<file path="src/rtl/cave_input_ctrl.sv">
`default_nettype none
// ============================================================================
// Module   : cave_input_ctrl
// Purpose  : PS/2 key decode merged with hps_io joysticks, coin pulse stretch,
//            registered player/service controls in clk_sys.
// Revision : 1.0 - initial release
// ============================================================================
module cave_input_ctrl #(
  parameter int COIN_PULSE_CYCLES = 4800000,
  parameter int CNT_W             = $clog2(COIN_PULSE_CYCLES + 1)
) (
  input  logic        clk_sys,
  input  logic        RESET,
  input  logic [10:0] ps2_key,
  input  logic [31:0] joystick_0,
  input  logic [31:0] joystick_1,
  input  logic        osd_active,
  output logic [3:0]  p1_dir,
  output logic [2:0]  p1_buttons,
  output logic        p1_start,
  output logic        p1_coin,
  output logic        p1_pause,
  output logic [3:0]  p2_dir,
  output logic [2:0]  p2_buttons,
  output logic        p2_start,
  output logic        p2_coin,
  output logic        p2_pause,
  output logic        service_1,
  output logic        service_2
);

  localparam int c_NUM_KEYS  = 21;
  localparam int c_K_UP      = 0;
  localparam int c_K_DOWN    = 1;
  localparam int c_K_LEFT    = 2;
  localparam int c_K_RIGHT   = 3;
  localparam int c_K_P1B1    = 4;
  localparam int c_K_P1B2    = 5;
  localparam int c_K_P1B3    = 6;
  localparam int c_K_P1START = 7;
  localparam int c_K_P2START = 8;
  localparam int c_K_P1COIN  = 9;
  localparam int c_K_P2COIN  = 10;
  localparam int c_K_SVC1    = 11;
  localparam int c_K_SVC2    = 12;
  localparam int c_K_P1PAUSE = 13;
  localparam int c_K_P2UP    = 14;
  localparam int c_K_P2DOWN  = 15;
  localparam int c_K_P2LEFT  = 16;
  localparam int c_K_P2RIGHT = 17;
  localparam int c_K_P2B1    = 18;
  localparam int c_K_P2B2    = 19;
  localparam int c_K_P2B3    = 20;

  localparam logic [CNT_W-1:0] c_COIN_LOAD = CNT_W'(COIN_PULSE_CYCLES - 1);

  logic                  r_old_toggle;
  logic                  r_primed;
  logic [c_NUM_KEYS-1:0] r_keys;
  logic [c_NUM_KEYS-1:0] w_key_sel;
  logic                  w_event;

  logic [3:0] w_p1_dir, w_p2_dir;
  logic [2:0] w_p1_btn, w_p2_btn;
  logic [1:0] w_coin_raw;
  logic [1:0] w_coin_out;

  logic [3:0] r_p1_dir, r_p2_dir;
  logic [2:0] r_p1_btn, r_p2_btn;
  logic       r_p1_start, r_p1_pause, r_p2_start, r_p2_pause;
  logic       r_service_1, r_service_2;

  // Extended flag and the upper joystick bits carry nothing for this core.
  logic w_unused;
  assign w_unused = &{1'b0, ps2_key[8], joystick_0[31:11], joystick_1[31:11]};

  always_comb begin
    w_key_sel = '0;
    case (ps2_key[7:0])
      8'h75: w_key_sel[c_K_UP]      = 1'b1;
      8'h72: w_key_sel[c_K_DOWN]    = 1'b1;
      8'h6B: w_key_sel[c_K_LEFT]    = 1'b1;
      8'h74: w_key_sel[c_K_RIGHT]   = 1'b1;
      8'h14: w_key_sel[c_K_P1B1]    = 1'b1;
      8'h11: w_key_sel[c_K_P1B2]    = 1'b1;
      8'h29: w_key_sel[c_K_P1B3]    = 1'b1;
      8'h16: w_key_sel[c_K_P1START] = 1'b1;
      8'h1E: w_key_sel[c_K_P2START] = 1'b1;
      8'h2E: w_key_sel[c_K_P1COIN]  = 1'b1;
      8'h36: w_key_sel[c_K_P2COIN]  = 1'b1;
      8'h46: w_key_sel[c_K_SVC1]    = 1'b1;
      8'h45: w_key_sel[c_K_SVC2]    = 1'b1;
      8'h4D: w_key_sel[c_K_P1PAUSE] = 1'b1;
      8'h2D: w_key_sel[c_K_P2UP]    = 1'b1;
      8'h2B: w_key_sel[c_K_P2DOWN]  = 1'b1;
      8'h23: w_key_sel[c_K_P2LEFT]  = 1'b1;
      8'h34: w_key_sel[c_K_P2RIGHT] = 1'b1;
      8'h1C: w_key_sel[c_K_P2B1]    = 1'b1;
      8'h1B: w_key_sel[c_K_P2B2]    = 1'b1;
      8'h15: w_key_sel[c_K_P2B3]    = 1'b1;
      default: ;
    endcase
  end

  // The first toggle seen after reset is stale and must not be replayed.
  assign w_event = r_primed && (ps2_key[10] != r_old_toggle) && !osd_active;

  always_ff @(posedge clk_sys or posedge RESET) begin
    if (RESET) begin
      r_old_toggle <= 1'b0;
      r_primed     <= 1'b0;
      r_keys       <= '0;
    end else begin
      r_old_toggle <= ps2_key[10];
      r_primed     <= 1'b1;
      if (osd_active)
        r_keys <= '0;
      else if (w_event)
        r_keys <= (r_keys & ~w_key_sel) | (w_key_sel & {c_NUM_KEYS{ps2_key[9]}});
    end
  end

  assign w_p1_dir = {r_keys[c_K_UP]    | joystick_0[3], r_keys[c_K_DOWN]  | joystick_0[2],
                     r_keys[c_K_LEFT]  | joystick_0[1], r_keys[c_K_RIGHT] | joystick_0[0]};
  assign w_p1_btn = {r_keys[c_K_P1B3]  | joystick_0[6], r_keys[c_K_P1B2]  | joystick_0[5],
                     r_keys[c_K_P1B1]  | joystick_0[4]};
  assign w_p2_dir = {r_keys[c_K_P2UP]   | joystick_1[3], r_keys[c_K_P2DOWN]  | joystick_1[2],
                     r_keys[c_K_P2LEFT] | joystick_1[1], r_keys[c_K_P2RIGHT] | joystick_1[0]};
  assign w_p2_btn = {r_keys[c_K_P2B3]  | joystick_1[6], r_keys[c_K_P2B2]  | joystick_1[5],
                     r_keys[c_K_P2B1]  | joystick_1[4]};
  assign w_coin_raw = {r_keys[c_K_P2COIN] | joystick_1[8], r_keys[c_K_P1COIN] | joystick_0[8]};

  always_ff @(posedge clk_sys or posedge RESET) begin
    if (RESET) begin
      r_p1_dir    <= '0;
      r_p1_btn    <= '0;
      r_p1_start  <= 1'b0;
      r_p1_pause  <= 1'b0;
      r_p2_dir    <= '0;
      r_p2_btn    <= '0;
      r_p2_start  <= 1'b0;
      r_p2_pause  <= 1'b0;
      r_service_1 <= 1'b0;
      r_service_2 <= 1'b0;
    end else begin
      r_p1_dir    <= w_p1_dir;
      r_p1_btn    <= w_p1_btn;
      r_p1_start  <= r_keys[c_K_P1START] | joystick_0[7];
      r_p1_pause  <= r_keys[c_K_P1PAUSE] | joystick_0[9];
      r_p2_dir    <= w_p2_dir;
      r_p2_btn    <= w_p2_btn;
      r_p2_start  <= r_keys[c_K_P2START] | joystick_1[7];
      r_p2_pause  <= joystick_1[9];
      r_service_1 <= r_keys[c_K_SVC1] | joystick_0[10];
      r_service_2 <= r_keys[c_K_SVC2] | joystick_1[10];
    end
  end

  for (genvar gi = 0; gi < 2; gi++) begin : g_coin
    logic             r_raw_d;
    logic [CNT_W-1:0] r_cnt;
    logic             r_out;
    logic             w_rise;

    assign w_rise = w_coin_raw[gi] & ~r_raw_d;

    // r_cnt holds the high cycles still owed beyond the one being output now.
    always_ff @(posedge clk_sys or posedge RESET) begin
      if (RESET) begin
        r_raw_d <= 1'b0;
        r_cnt   <= '0;
        r_out   <= 1'b0;
      end else begin
        r_raw_d <= w_coin_raw[gi];
        r_out   <= w_coin_raw[gi] | (r_cnt != '0);
        if (w_rise)
          r_cnt <= c_COIN_LOAD;
        else if (r_cnt != '0)
          r_cnt <= r_cnt - CNT_W'(1);
      end
    end

    assign w_coin_out[gi] = r_out;
  end

  assign p1_dir     = r_p1_dir;
  assign p1_buttons = r_p1_btn;
  assign p1_start   = r_p1_start;
  assign p1_coin    = w_coin_out[0];
  assign p1_pause   = r_p1_pause;
  assign p2_dir     = r_p2_dir;
  assign p2_buttons = r_p2_btn;
  assign p2_start   = r_p2_start;
  assign p2_coin    = w_coin_out[1];
  assign p2_pause   = r_p2_pause;
  assign service_1  = r_service_1;
  assign service_2  = r_service_2;

endmodule
`default_nettype wire

</file>
<file path="config.mk">
export PLATFORM = sky130hd
export DESIGN_NAME = cave_input_ctrl
export DESIGN_NICKNAME = d
export VERILOG_FILES = /design/src/rtl/cave_input_ctrl.sv
export SDC_FILE = /design/constraint.sdc
export NUM_CORES = 1
export LEC_CHECK = 0
export ABC_CLOCK_PERIOD_IN_PS = 3200
export CORE_MARGIN = 3
export CORE_UTILIZATION = 45
export DETAILED_ROUTE_END_ITERATION = 6
export PLACE_DENSITY = 0.79
export SLEW_MARGIN = 20
export SYNTH_ARGS = -nofsm -noshare
export SYNTH_HDL_FRONTEND = slang
export SYNTH_SLANG_ARGS = --single-unit
</file>
<file path="constraint.sdc">
create_clock -name clk_sys -period 3.2 [get_ports clk_sys]
set_input_delay 0.64 -clock clk_sys [delete_from_list [all_inputs] [get_ports clk_sys]]
set_output_delay 0.64 -clock clk_sys [all_outputs]
set_load 0.03 [all_outputs]
</file>
==> results.md, run 1 <==
- R2R Path Start: g_coin[1].r_cnt[19]
- Initial antenna violation count: 0
- Final setup viols: 0
- Via/cell ratio: 5.47
- Fin util: 56.3%
- Crit. End Element: flip-flop
- Cells after Synth: 436
- Peak Freq: around 420 MHz
- Die width: 104 um
- HP Class: flip-flop to flip-flop
- Die height: 104 um
- Final slew viol count: 0
- Post-synthesis sequential area ratio: 53.6%
- Layout Nets: 572
- Sequential share of power: 54.7%
- DRC: 0
- Critical Path Source: g_coin[1].r_cnt[19]
- Final wirelength: roughly 9.1 mm
- Slew HR: 36.1%
- Drt pass-1 iters: 4
- Post-CTS resize count: 0
- Initial Util: 46.6%
- Switching fraction of total power: between 20% and 30%
- Root Driver: clkbuf_8
- Skew-Pair Late Insertion Delay: between 300 and 400 ps
- # rows: 35
- Number of buffers added on ports: 56
- RSZ-0062 raised after global routing: no
- Comb pwr share: 11.3%
- Min Tclk post-route: 2350 ps
- Most frequent cells in the layout: dfrtp_1 (93), clkdlybuf4s50_1 (56), nor2_1 (45), nand2_1 (42), a21oi_1 (26)
- Pre-CTS setup slack: 557 ps
- Global-route wire length before repair: 15.7 mm
- Capturing point of the worst reg2reg path: g_coin[1].r_cnt[21]
- Placed cell areas: 0.00505 sq mm
- Core Box Area: 0.00933 sq mm
- Area of the mapped netlist: 0.00434 sq mm
- Peak supply drop: 0.000306 V
- Synth cell types: 44
- Remaining Overflow, GRT: 0
- Routed WL per cell: 14.5 um
- Status: completed
- Num CTS Buffers: 9
- GRT Resource Usage Total: 17.7%
- CTS tree: built
- CP Capture Point: g_coin[1].r_cnt[21]
- Die ar.: 0.0109 sq mm
- Largest net degree at the start of global routing: 45
- Commonest non-fill, non-tap cell in the layout: dfrtp_1
- Fin worst setup slack: 845 ps
- Worst Setup Path Type: flip-flop to flip-flop
- Fin Clk Skew: 10.9 ps
- Max Root-Sink Buffers: 2
- TritonCTS Sinks: 93
- Fraction of layout cells with a size suffix above 1: 10.3%
- # fillers: 802
- Clock Power Share: 34.0%
- CP max FO: 11
- Design area: 0.00525 sq mm
- YS warnings: 0
- Hold Buf Count CTS: 0
- Crit share post-route: 73.6%
- Reg2Reg Depth: 5
- Final Wtd Congestion: between 0.8 and 0.9
- Top post-synthesis cells by area: dfrtp_1 (54%), mux2i_1 (4.4%), nor2_1 (3.9%)
- Int Power: 1710 uW
- Final Hold Fails: 0
- Synth area leader: dfrtp_1
- Detailed Place HPWL: around 6.5 mm
- Synth top area share: 53.6%
- Sw power: 616 uW
- Leakage: ~0.0020 uW
- 1st-iter DRT viols: approximately 180
- I/O pins: 100
- Setup TNS: 0 ps
- Reg2Reg Setup Slack: 850 ps
- Reg clk slew, reported paths: 100 ps
- Maxcap violations: 0
- Worst-Margin Slew: 955 ps
- Area growth, synth to finish: 20.8%
- Critical Path Source Type: flip-flop
- Antenna cells: 0
- Power Dens Cells: 444 mW/mm^2
- Via count: 3,420
- Syn_area_per_cell: 9.96 sq um
- Antenna Nets Post-Route: 0
- H-tree levels: 3
- Flops & latches, synth: 93
- WP data arrival: 2560 ps
- Syn_nets: 516
- Post-CTS setup buffer count: 0
- Vias in the first global route: roughly 3,300
- Critical path data required time: between 3000 and 4000 ps
-- flip-flops by register name (all words and copies together), names as in the netlist, 2 cells and up --
| name | cells |
|---|---|
| r_keys | 21 |
| g_coin.r_cnt | 46 |
| g_coin.r_raw_d | 2 |
| p1_buttons | 3 |
| p2_buttons | 3 |
| p1_dir | 4 |
| p2_dir | 4 |
-- through the flow --
step	hold WS [ps]	power [uW]	cells
final	477	2330	625
after global routing	491	2450	625
after CTS	478	2350	625
after detailed placement	453	1560	610
after global placement	453	1550	610
after floorplan	432	1440	436
-- final cells by class --
type,instances,area (sq um),share of cell area [%]
timing repair buffer,61,611,11.6
tap,129,161,3.08
clock inverter,6,70.1,1.34
clock buffer,9,124,2.36
sequential,93,2330,44.3
inverter,10,38.8,0.739
multi-input combinational,317,1920,36.5
-- worst max-delay path: stages (launching register included) --
cell	delay (ps)
dfrtp_1	420
nor4_1	590
nand3_1	450
o31ai_2	500
or3_1	180
a21oi_1	60
-- power groups by stage --
stage	registers [uW]	clock network (uW)	logic (uW)
after floorplan	1310	0	131
after global placement	1290	0	255
after detailed placement	1300	0	266
after CTS	1270	813	267
after global routing	1280	872	295
final	1270	792	264
-- Yosys cell counts, drive strengths merged --
master    n
a2111oi   2
a211o     3
a211oi    1
a21o      1
a21oi    26
and2      3
and3      2
and4      1
buf       2
clkbuf   14
conb      1
dfrtp    93
ha        2
inv      10
mux2i    19
nand2    42
nand2b    5
nand3    13
nand4     8
nand4b    1
nor2     45
nor2b     6
nor3     23
nor3b     3
nor4     15
nor4b     1
o2111ai   1
o211ai    4
o21ai    13
o31ai    13
o41ai     2
or2      22
or3      11
or3b      1
or4       8
or4b      1
xnor2    11
xor2      7
-- worst min path at each step --
stage                    start       endpoint  slack, ps  depth (start not counted)
floorplan           r_keys[15]      p2_dir[2]        430                          1
global placement    r_keys[17]      p2_dir[0]        450                          1
CTS                  r_keys[3]      p1_dir[0]        480                          1
detailed placement  r_keys[19]  p2_buttons[1]        450                          1
global route         r_keys[3]      p1_dir[0]        490                          1
finish               r_keys[3]      p1_dir[0]        480                          1
-- cells by family (layout without fill, tap and decap cells) --
| logic type | Yosys count | count (layout) | share of synthesized area, % |
|---|---|---|---|
| fa+ha+maj | 2 | 2 | 0.576 |
| mux | 19 | 19 | 4.38 |
| flops | 93 | 93 | 53.6 |
| simple gates | 211 | 211 | 25.8 |
| other cells | 1 | 1 | 0.0863 |
| compound gates | 66 | 66 | 9.65 |
| buf+inv | 26 | 86 | 2.30 |
| xor+xnor | 18 | 18 | 3.63 |
-- metal layers --
layer	track usage, %	wire length (um)	share of wire (%)	vias to the layer above
li1	-	-	-	1652
met1	22.8	4000	44	1669
met2	28.7	4420	49	91
met3	5.77	574	6.3	8
met4	4.75	98	1.1	0
met5	0	0	0	-
Power figures use the tool's default switching activity.
==> run 2: changes to the inputs <==
--- a/config.mk
+++ b/config.mk
@@ -5,11 +5,11 @@
 export SDC_FILE = /design/constraint.sdc
 export NUM_CORES = 1
 export LEC_CHECK = 0
-export ABC_CLOCK_PERIOD_IN_PS = 3200
+export ABC_CLOCK_PERIOD_IN_PS = 2170
 export CORE_MARGIN = 3
-export CORE_UTILIZATION = 45
+export CORE_UTILIZATION = 50
 export DETAILED_ROUTE_END_ITERATION = 6
-export PLACE_DENSITY = 0.79
+export PLACE_DENSITY = 0.83
 export SLEW_MARGIN = 20
 export SYNTH_ARGS = -nofsm -noshare
 export SYNTH_HDL_FRONTEND = slang
==> constraint.sdc (replaced) <==
create_clock -name clk_sys -period 2.17 [get_ports clk_sys]
set_input_delay 0.434 -clock clk_sys [delete_from_list [all_inputs] [get_ports clk_sys]]
set_output_delay 0.434 -clock clk_sys [all_outputs]
set_load 0.03 [all_outputs]
==> results.md, run 2 (synthesis results as in run 1) <==
- # rows: 33 (was 35)
- Via count: 3,512 (was 3,420)
- Status: completed (unchanged)
- Fraction of layout cells with a size suffix above 1: 14.8% (was 10.3%)
- Reg2Reg Setup Slack: 80 ps (was 850 ps)
- CTS tree: built (unchanged)
- Critical Path Source: g_coin[1].r_cnt[0] (was g_coin[1].r_cnt[19])
- 1st-iter DRT viols: 182 (was 178)
- Power Dens Cells: 645 mW/mm^2 (was 444 mW/mm^2)
- Post-CTS setup buffer count: 0 (unchanged)
- Most frequent cells in the layout: dfrtp_1 (93), clkdlybuf4s50_1 (56), nor2_1 (44), nand2_1 (42) (was dfrtp_1 (93), clkdlybuf4s50_1 (56), nor2_1 (45), nand2_1 (42), a21oi_1 (26))
- Comb pwr share: 11.8% (was 11.3%)
- Top Family by Delay on Critical Path: simple AND/OR/NAND/NOR gates (unchanged)
- Detailed Place HPWL: 6.76 mm (was 6.51 mm)
- Peak Freq: 478 MHz (was 425 MHz)
- HP Class: input pin to asynchronous set/reset pin (was flip-flop to flip-flop)
- Area growth, synth to finish: 25.9% (was 20.8%)
- Crit share post-route: 96.5% (was 73.6%)
- Min Tclk post-route: 2090 ps (was 2350 ps)
- Clock Power Share: 34.7% (was 34.0%)
- Antenna cells: 0 (unchanged)
- Die height: 99.2 um (was 104 um)
- CP bufs+invs: 1 (was 0)
- Skew-Pair Late Insertion Delay: 360 ps (about the same)
- Final setup viols: 0 (unchanged)
- Max Root-Sink Buffers: 2 (unchanged)
- Biggest regs: g_coin.r_cnt x46, r_keys x21 (unchanged)
- Pre-CTS setup slack: -138 ps (was 557 ps)
- GRT Resource Usage Total: 20.1% (was 17.7%)
- Slew HR: 35.1% (was 36.1%)
- Switching fraction of total power: 25.4% (was 26.4%)
- CP cell instances: inv_1, ha_1, or3b_2, o211ai_1, or3_1, a21oi_1 (was nor4_1, nand3_1, o31ai_2, or3_1, a21oi_1)
- Worst Setup Path Type: flip-flop to flip-flop (unchanged)
- Remaining Overflow, GRT: 0 (unchanged)
- Initial antenna violation count: 0 (unchanged)
- Flip-flop count of the largest register after layout: 46 (unchanged)
- I/O pins: 100 (unchanged)
- Int Power: 2630 uW (was 1710 uW)
- Design area: 0.00547 sq mm (was 0.00525 sq mm)
- Global-route wire length before repair: 15.8 mm (was 15.7 mm)
- Critical path's slowest cell: or3b_2 (was nor4_1)
- Layout Nets: 595 (was 572)
- Reg2Reg Depth: 6 (was 5)
- Final Hold Fails: 0 (unchanged)
- Largest register by flop count: g_coin.r_cnt (unchanged)
- Capturing point of the worst reg2reg path: g_coin[1].r_cnt[17] (was g_coin[1].r_cnt[21])
- Layout Cells excl Fill: 625 (unchanged)
- Placed cell areas: 0.00521 sq mm (was 0.00505 sq mm)
- Root Driver: clkbuf_8 (unchanged)
- Final Wtd Congestion: 0.888 (was 0.880)
- Reg clk slew, reported paths: 90 ps (was 100 ps)
- Number of buffers added on ports: 56 (unchanged)
- Placed insts: 609 (was 610)
- WP data arrival: 2300 ps (was 2560 ps)
- Leakage: 0.00209 uW (was 0.00196 uW)
- Worst-Margin Slew: 970 ps (was 955 ps)
- Setup TNS: 0 ps (unchanged)
- Sequential share of power: 53.6% (was 54.7%)
- Peak supply drop: 0.000439 V (was 0.000306 V)
- Largest net degree at the start of global routing: 32 (was 45)
- Core Box Area: 0.00834 sq mm (was 0.00933 sq mm)
- Sw power: 897 uW (was 616 uW)
- H-tree levels: 3 (unchanged)
- DRC: 0 (unchanged)
- Crit. End Element: flip-flop (unchanged)
- Routed WL per cell: 15.1 um (was 14.5 um)
- Fin Clk Skew: 10.6 ps (was 10.9 ps)
- Maxcap violations: 0 (unchanged)
- Crit path depth: 6 (was 5)
- TritonCTS Sinks: 93 (unchanged)
- CP Capture Point: g_coin[1].r_cnt[17] (was g_coin[1].r_cnt[21])
- Drt pass-1 iters: 4 (unchanged)
- Final slew viol count: 0 (unchanged)
- Final wirelength: 9.43 mm (was 9.09 mm)
- Num CTS Buffers: 9 (unchanged)
- Antenna Nets Post-Route: 0 (unchanged)
- CP max stage delay: 550 ps (was 590 ps)
- Critical path data required time: 2380 ps (was 3400 ps)
- CP max FO: 6 (was 11)
- Vias in the first global route: 3,382 (was 3,318)
- Initial Util: 52.1% (was 46.6%)
- Commonest non-fill, non-tap cell in the layout: dfrtp_1 (unchanged)
- Critical Path Source Type: flip-flop (unchanged)
- Die ar.: 0.00984 sq mm (was 0.0109 sq mm)
- Via/cell ratio: 5.62 (was 5.47)
- Die width: 99.2 um (was 104 um)
- R2R Path Start: g_coin[1].r_cnt[0] (was g_coin[1].r_cnt[19])
- Fin worst setup slack: 76.4 ps (was 845 ps)
[run 2: cell count changes in the layout (fill, tap and decap cells not counted), moves of 2 or more]
cell,before,now
clkinvlp_4,0,2
nor4_2,0,2
nor4_1,14,12
buf_4,4,26
inv_6,4,0
clkbuf_8,9,12
[run 2: per-stage QoR]
stage,power (uW),hold WS [ps],util (%)
after floorplan,2130,432,-
after global placement,2300,448,62.5
after detailed placement,2320,451,62.5
after CTS,3540,456,65.0
after global routing,3690,468,65.5
final,3530,453,65.5
[run 2: layout make-up]
type	count	area (sq um)
Sequential cell	93	2330
Timing Repair Buffer	84	796
Fill cell	646	2870
Clock buffer	13	169
Tap cell	105	131
Inverter	10	41.3
Multi-Input combinational cell	317	1960
Clock inverter	3	42.5
[run 2: worst min-delay path by stage]
stage	startpoint	end	slack, ps	depth (start not counted)
after floorplan	r_keys[15]	p2_dir[2]	430	1
after global placement	r_keys[15]	p2_dir[2]	450	1
after detailed placement	r_keys[12]	service_2	450	1
after CTS	RESET	g_coin[1].r_cnt[14]	460	2
after global routing	RESET	g_coin[1].r_cnt[14]	470	2
final	RESET	g_coin[1].r_cnt[14]	450	2
[run 2: power by group through the flow]
| stage | Combinational, uW | Clock, uW | Sequential [uW] |
|---|---|---|---|
| after global placement | 394 | 0 | 1910 |
| after detailed placement | 407 | 0 | 1910 |
| after CTS | 411 | 1250 | 1880 |
| after global routing | 456 | 1340 | 1900 |
| after floorplan | 194 | 0 | 1940 |
| final | 416 | 1220 | 1890 |
[run 2: layer usage]
metal | GRT usage, % | vias up | part of all wire (%)
met2 | 32.0 | 91 | 49
met3 | 6.24 | 9 | 5.6
met5 | 0 | - | 0
met4 | 6.30 | 0 | 1.5
li1 | - | 1708 | -
met1 | 26.5 | 1704 | 44
[run 2: timing repair]
| item | 4_1_cts | 5_1_grt |
|---|---|---|
| gates resized for setup | 0 | 6 |
| hold buffers | 0 | 0 |
| endpoints found under the setup margin | 0 | 10 |
==> run 3: changes to the inputs <==
--- a/config.mk
+++ b/config.mk
@@ -5,11 +5,11 @@
 export SDC_FILE = /design/constraint.sdc
 export NUM_CORES = 1
 export LEC_CHECK = 0
-export ABC_CLOCK_PERIOD_IN_PS = 2170
+export ABC_CLOCK_PERIOD_IN_PS = 1700
 export CORE_MARGIN = 3
-export CORE_UTILIZATION = 50
+export CORE_UTILIZATION = 45
 export DETAILED_ROUTE_END_ITERATION = 6
-export PLACE_DENSITY = 0.83
+export PLACE_DENSITY = 0.79
 export SLEW_MARGIN = 20
 export SYNTH_ARGS = -nofsm -noshare
 export SYNTH_HDL_FRONTEND = slang
==> constraint.sdc (replaced) <==
create_clock -name clk_sys -period 1.7 [get_ports clk_sys]
set_input_delay 0.34 -clock clk_sys [delete_from_list [all_inputs] [get_ports clk_sys]]
set_output_delay 0.34 -clock clk_sys [all_outputs]
set_load 0.03 [all_outputs]
==> results.md, run 3 (synthesis results as in run 1) <==
- # rows: 35 (was 33)
- Final Hold Fails: 0 (unchanged)
- HP Class: input pin to flip-flop (was input pin to asynchronous set/reset pin)
- Layout Nets: 718 (was 595)
- Via/cell ratio: 5.97 (was 5.62)
- Crit share post-route: 120% (was 96.5%)
- Final Wtd Congestion: 0.836 (was 0.888)
- Layout Cells excl Fill: 771 (was 625)
- Die height: 104 um (was 99.2 um)
- 1st-iter DRT viols: 378 (was 182)
- Leakage: 0.00300 uW (was 0.00209 uW)
- Initial antenna violation count: 0 (unchanged)
- Worst hold margin: 364 ps (was 453 ps)
- RSZ-0062 raised after global routing: yes
- Hold Buf Count CTS: 0 (unchanged)
- CTS tree: built (unchanged)
- Max Root-Sink Buffers: 2 (unchanged)
- Critical Path Source Type: flip-flop (unchanged)
- CP max FO: 6 (unchanged)
- Core Box Area: 0.00933 sq mm (was 0.00834 sq mm)
- Peak Freq: 490 MHz (was 478 MHz)
- Placed insts: 718 (was 609)
- Root Driver: clkbuf_8 (unchanged)
- Die width: 104 um (was 99.2 um)
- Most frequent cells in the layout: buf_4 (127), dfrtp_1 (91), nor2_1 (38), nand2_1 (37), clkdlybuf4s50_1 (32) (was dfrtp_1 (93), clkdlybuf4s50_1 (56), nor2_1 (44), nand2_1 (42))
- Placed cell areas: 0.00599 sq mm (was 0.00521 sq mm)
- Largest net degree at the start of global routing: 73 (was 32)
- Largest register by flop count: g_coin.r_cnt (unchanged)
- Initial Util: 46.6% (was 52.1%)
- Critical path data required time: 1940 ps (was 2380 ps)
- Fin worst setup slack: -341 ps (was 76.4 ps)
- Die ar.: 0.0109 sq mm (was 0.00984 sq mm)
- CP bufs+invs: 1 (unchanged)
- Design Power: 5030 uW (was 3530 uW)
- Min Tclk post-route: 2040 ps (was 2090 ps)
- H-tree levels: 3 (unchanged)
- Detailed Place HPWL: 7.86 mm (was 6.76 mm)
- Area growth, synth to finish: 65.1% (was 25.9%)
- Num CTS Buffers: 9 (unchanged)
- Antenna Nets Post-Route: 0 (unchanged)
- Via count: 4,602 (was 3,512)
- Fin Clk Skew: 14.0 ps (was 10.6 ps)
- Fraction of layout cells with a size suffix above 1: 46.6% (was 14.8%)
- Commonest non-fill, non-tap cell in the layout: buf_4 (was dfrtp_1)
- Failing checks: negative setup slack
- CP max stage delay: 450 ps (was 550 ps)
- Antenna cells: 0 (unchanged)
- Reg clk slew, reported paths: 90 ps (about the same)
- WP data arrival: 2280 ps (was 2300 ps)
- Global-route wire length before repair: 20.6 mm (was 15.8 mm)
- Skew-Pair Late Insertion Delay: 370 ps (was 360 ps)
- CP cell instances: nor4_2, nand4_1, buf_6, o2111ai_4, or4_4, a21oi_2 (was inv_1, ha_1, or3b_2, o211ai_1, or3_1, a21oi_1)
- Power Dens Cells: 701 mW/mm^2 (was 645 mW/mm^2)
- Final slew viol count: 0 (unchanged)
- Routed WL per cell: 21.4 um (was 15.1 um)
- Flip-flop count of the largest register after layout: 46 (unchanged)
- Maxcap violations: 0 (unchanged)
- Final setup viols: 50 (was 0)
- Remaining Overflow, GRT: 0 (unchanged)
- Design area: 0.00717 sq mm (was 0.00547 sq mm)
- Critical path's slowest cell: dfrtp_1 (was or3b_2)
- Worst Setup Path Type: flip-flop to flip-flop (unchanged)
- Biggest regs: g_coin.r_cnt x46, r_keys x21 (unchanged)
- Crit. End Element: flip-flop (unchanged)
- I/O pins: 100 (unchanged)
- Peak supply drop: 0.000600 V (was 0.000439 V)
- Vias in the first global route: 4,353 (was 3,382)
- Drt pass-1 iters: 5 (was 4)
- Final wirelength: 16.5 mm (was 9.43 mm)
- Number of buffers added on ports: 56 (unchanged)
- Top Family by Delay on Critical Path: simple AND/OR/NAND/NOR gates (unchanged)
- TritonCTS Sinks: 93 (unchanged)
- DRC: 0 (unchanged)
- Status: complete, but fails checks (was completed)
- GRT Resource Usage Total: 23.4% (was 20.1%)
## run 3: cell count changes in the layout (fill, tap and decap cells not counted), sizes merged
cell	previous run	this run
clkdlybuf4s50	56	32
dlygate4sd2	0	21
clkbuf	13	11
dlymetal6s2s	0	3
buf	28	151
bufinv	1	2
## run 3: final timing paths
path,startpoint,endpoint,slack [ps],cells past startpoint
setup / recovery,g_coin[0].r_cnt[19],g_coin[0].r_cnt[21],-340,6
hold / removal,ps2_key[10],r_old_toggle,360,1
setup reg to reg,g_coin[0].r_cnt[19],g_coin[0].r_cnt[21],-340,6
hold reg to reg,r_keys[3],p1_dir[0],460,1
max in group asynchronous,RESET,g_coin[1].r_cnt[5],900,3
min in group asynchronous,RESET,g_coin[1].r_cnt[11],430,3
## run 3: power by group
group | switching [uW] | total, uW | internal [uW]
Sequential | 101 | 2410 | 2310
Clock | 809 | 1670 | 860
Combinational | 482 | 948 | 465
## run 3: area by class of cell
cell class	instances	area [sq um]
Clock buffer	11	141
Tap cell	129	161
Sequential cell	93	2330
Clock inverter	4	72.6
Multi-Input combinational cell	317	2630
Inverter	10	41.3
Timing Repair Buffer	207	1790
Fill cell	500	2160
## run 3: layer usage
layer  GRT usage, %  vias to the layer above  wire length [um]
met5              0                        -                 0
met4           10.9                        0              1110
met3           5.09                      102              1310
met2           43.1                      280              8330
met1           25.5                     2275              5730
li1               -                     1945                 -
## run 3: per-stage QoR
step	setup TNS (ps)	worst slack, ps	util, %
final	-7800	-341	76.9
after floorplan	-712	-157	-
after detailed placement	-9650	-510	64.2
after CTS	-3100	-267	69.8
after global placement	-6900	-365	64.2
after global routing	-11350	-395	76.9
## run 3: worst reg2reg max path: cells and delay by family, from the launching register on
kind / cells / cell delay (ps)
flops: 1 / 450
simple gates: 3 / 880
buf+inv: 1 / 190
compound gates: 2 / 400
## run 3: what timing repair did
| item | 4_1_cts | 5_1_grt |
|---|---|---|
| setup buffers | 12 | 29 |
| setup endpoints to repair | 67 | 62 |
| resized for setup | 75 | 100 |
| pin swaps | 19 | 50 |
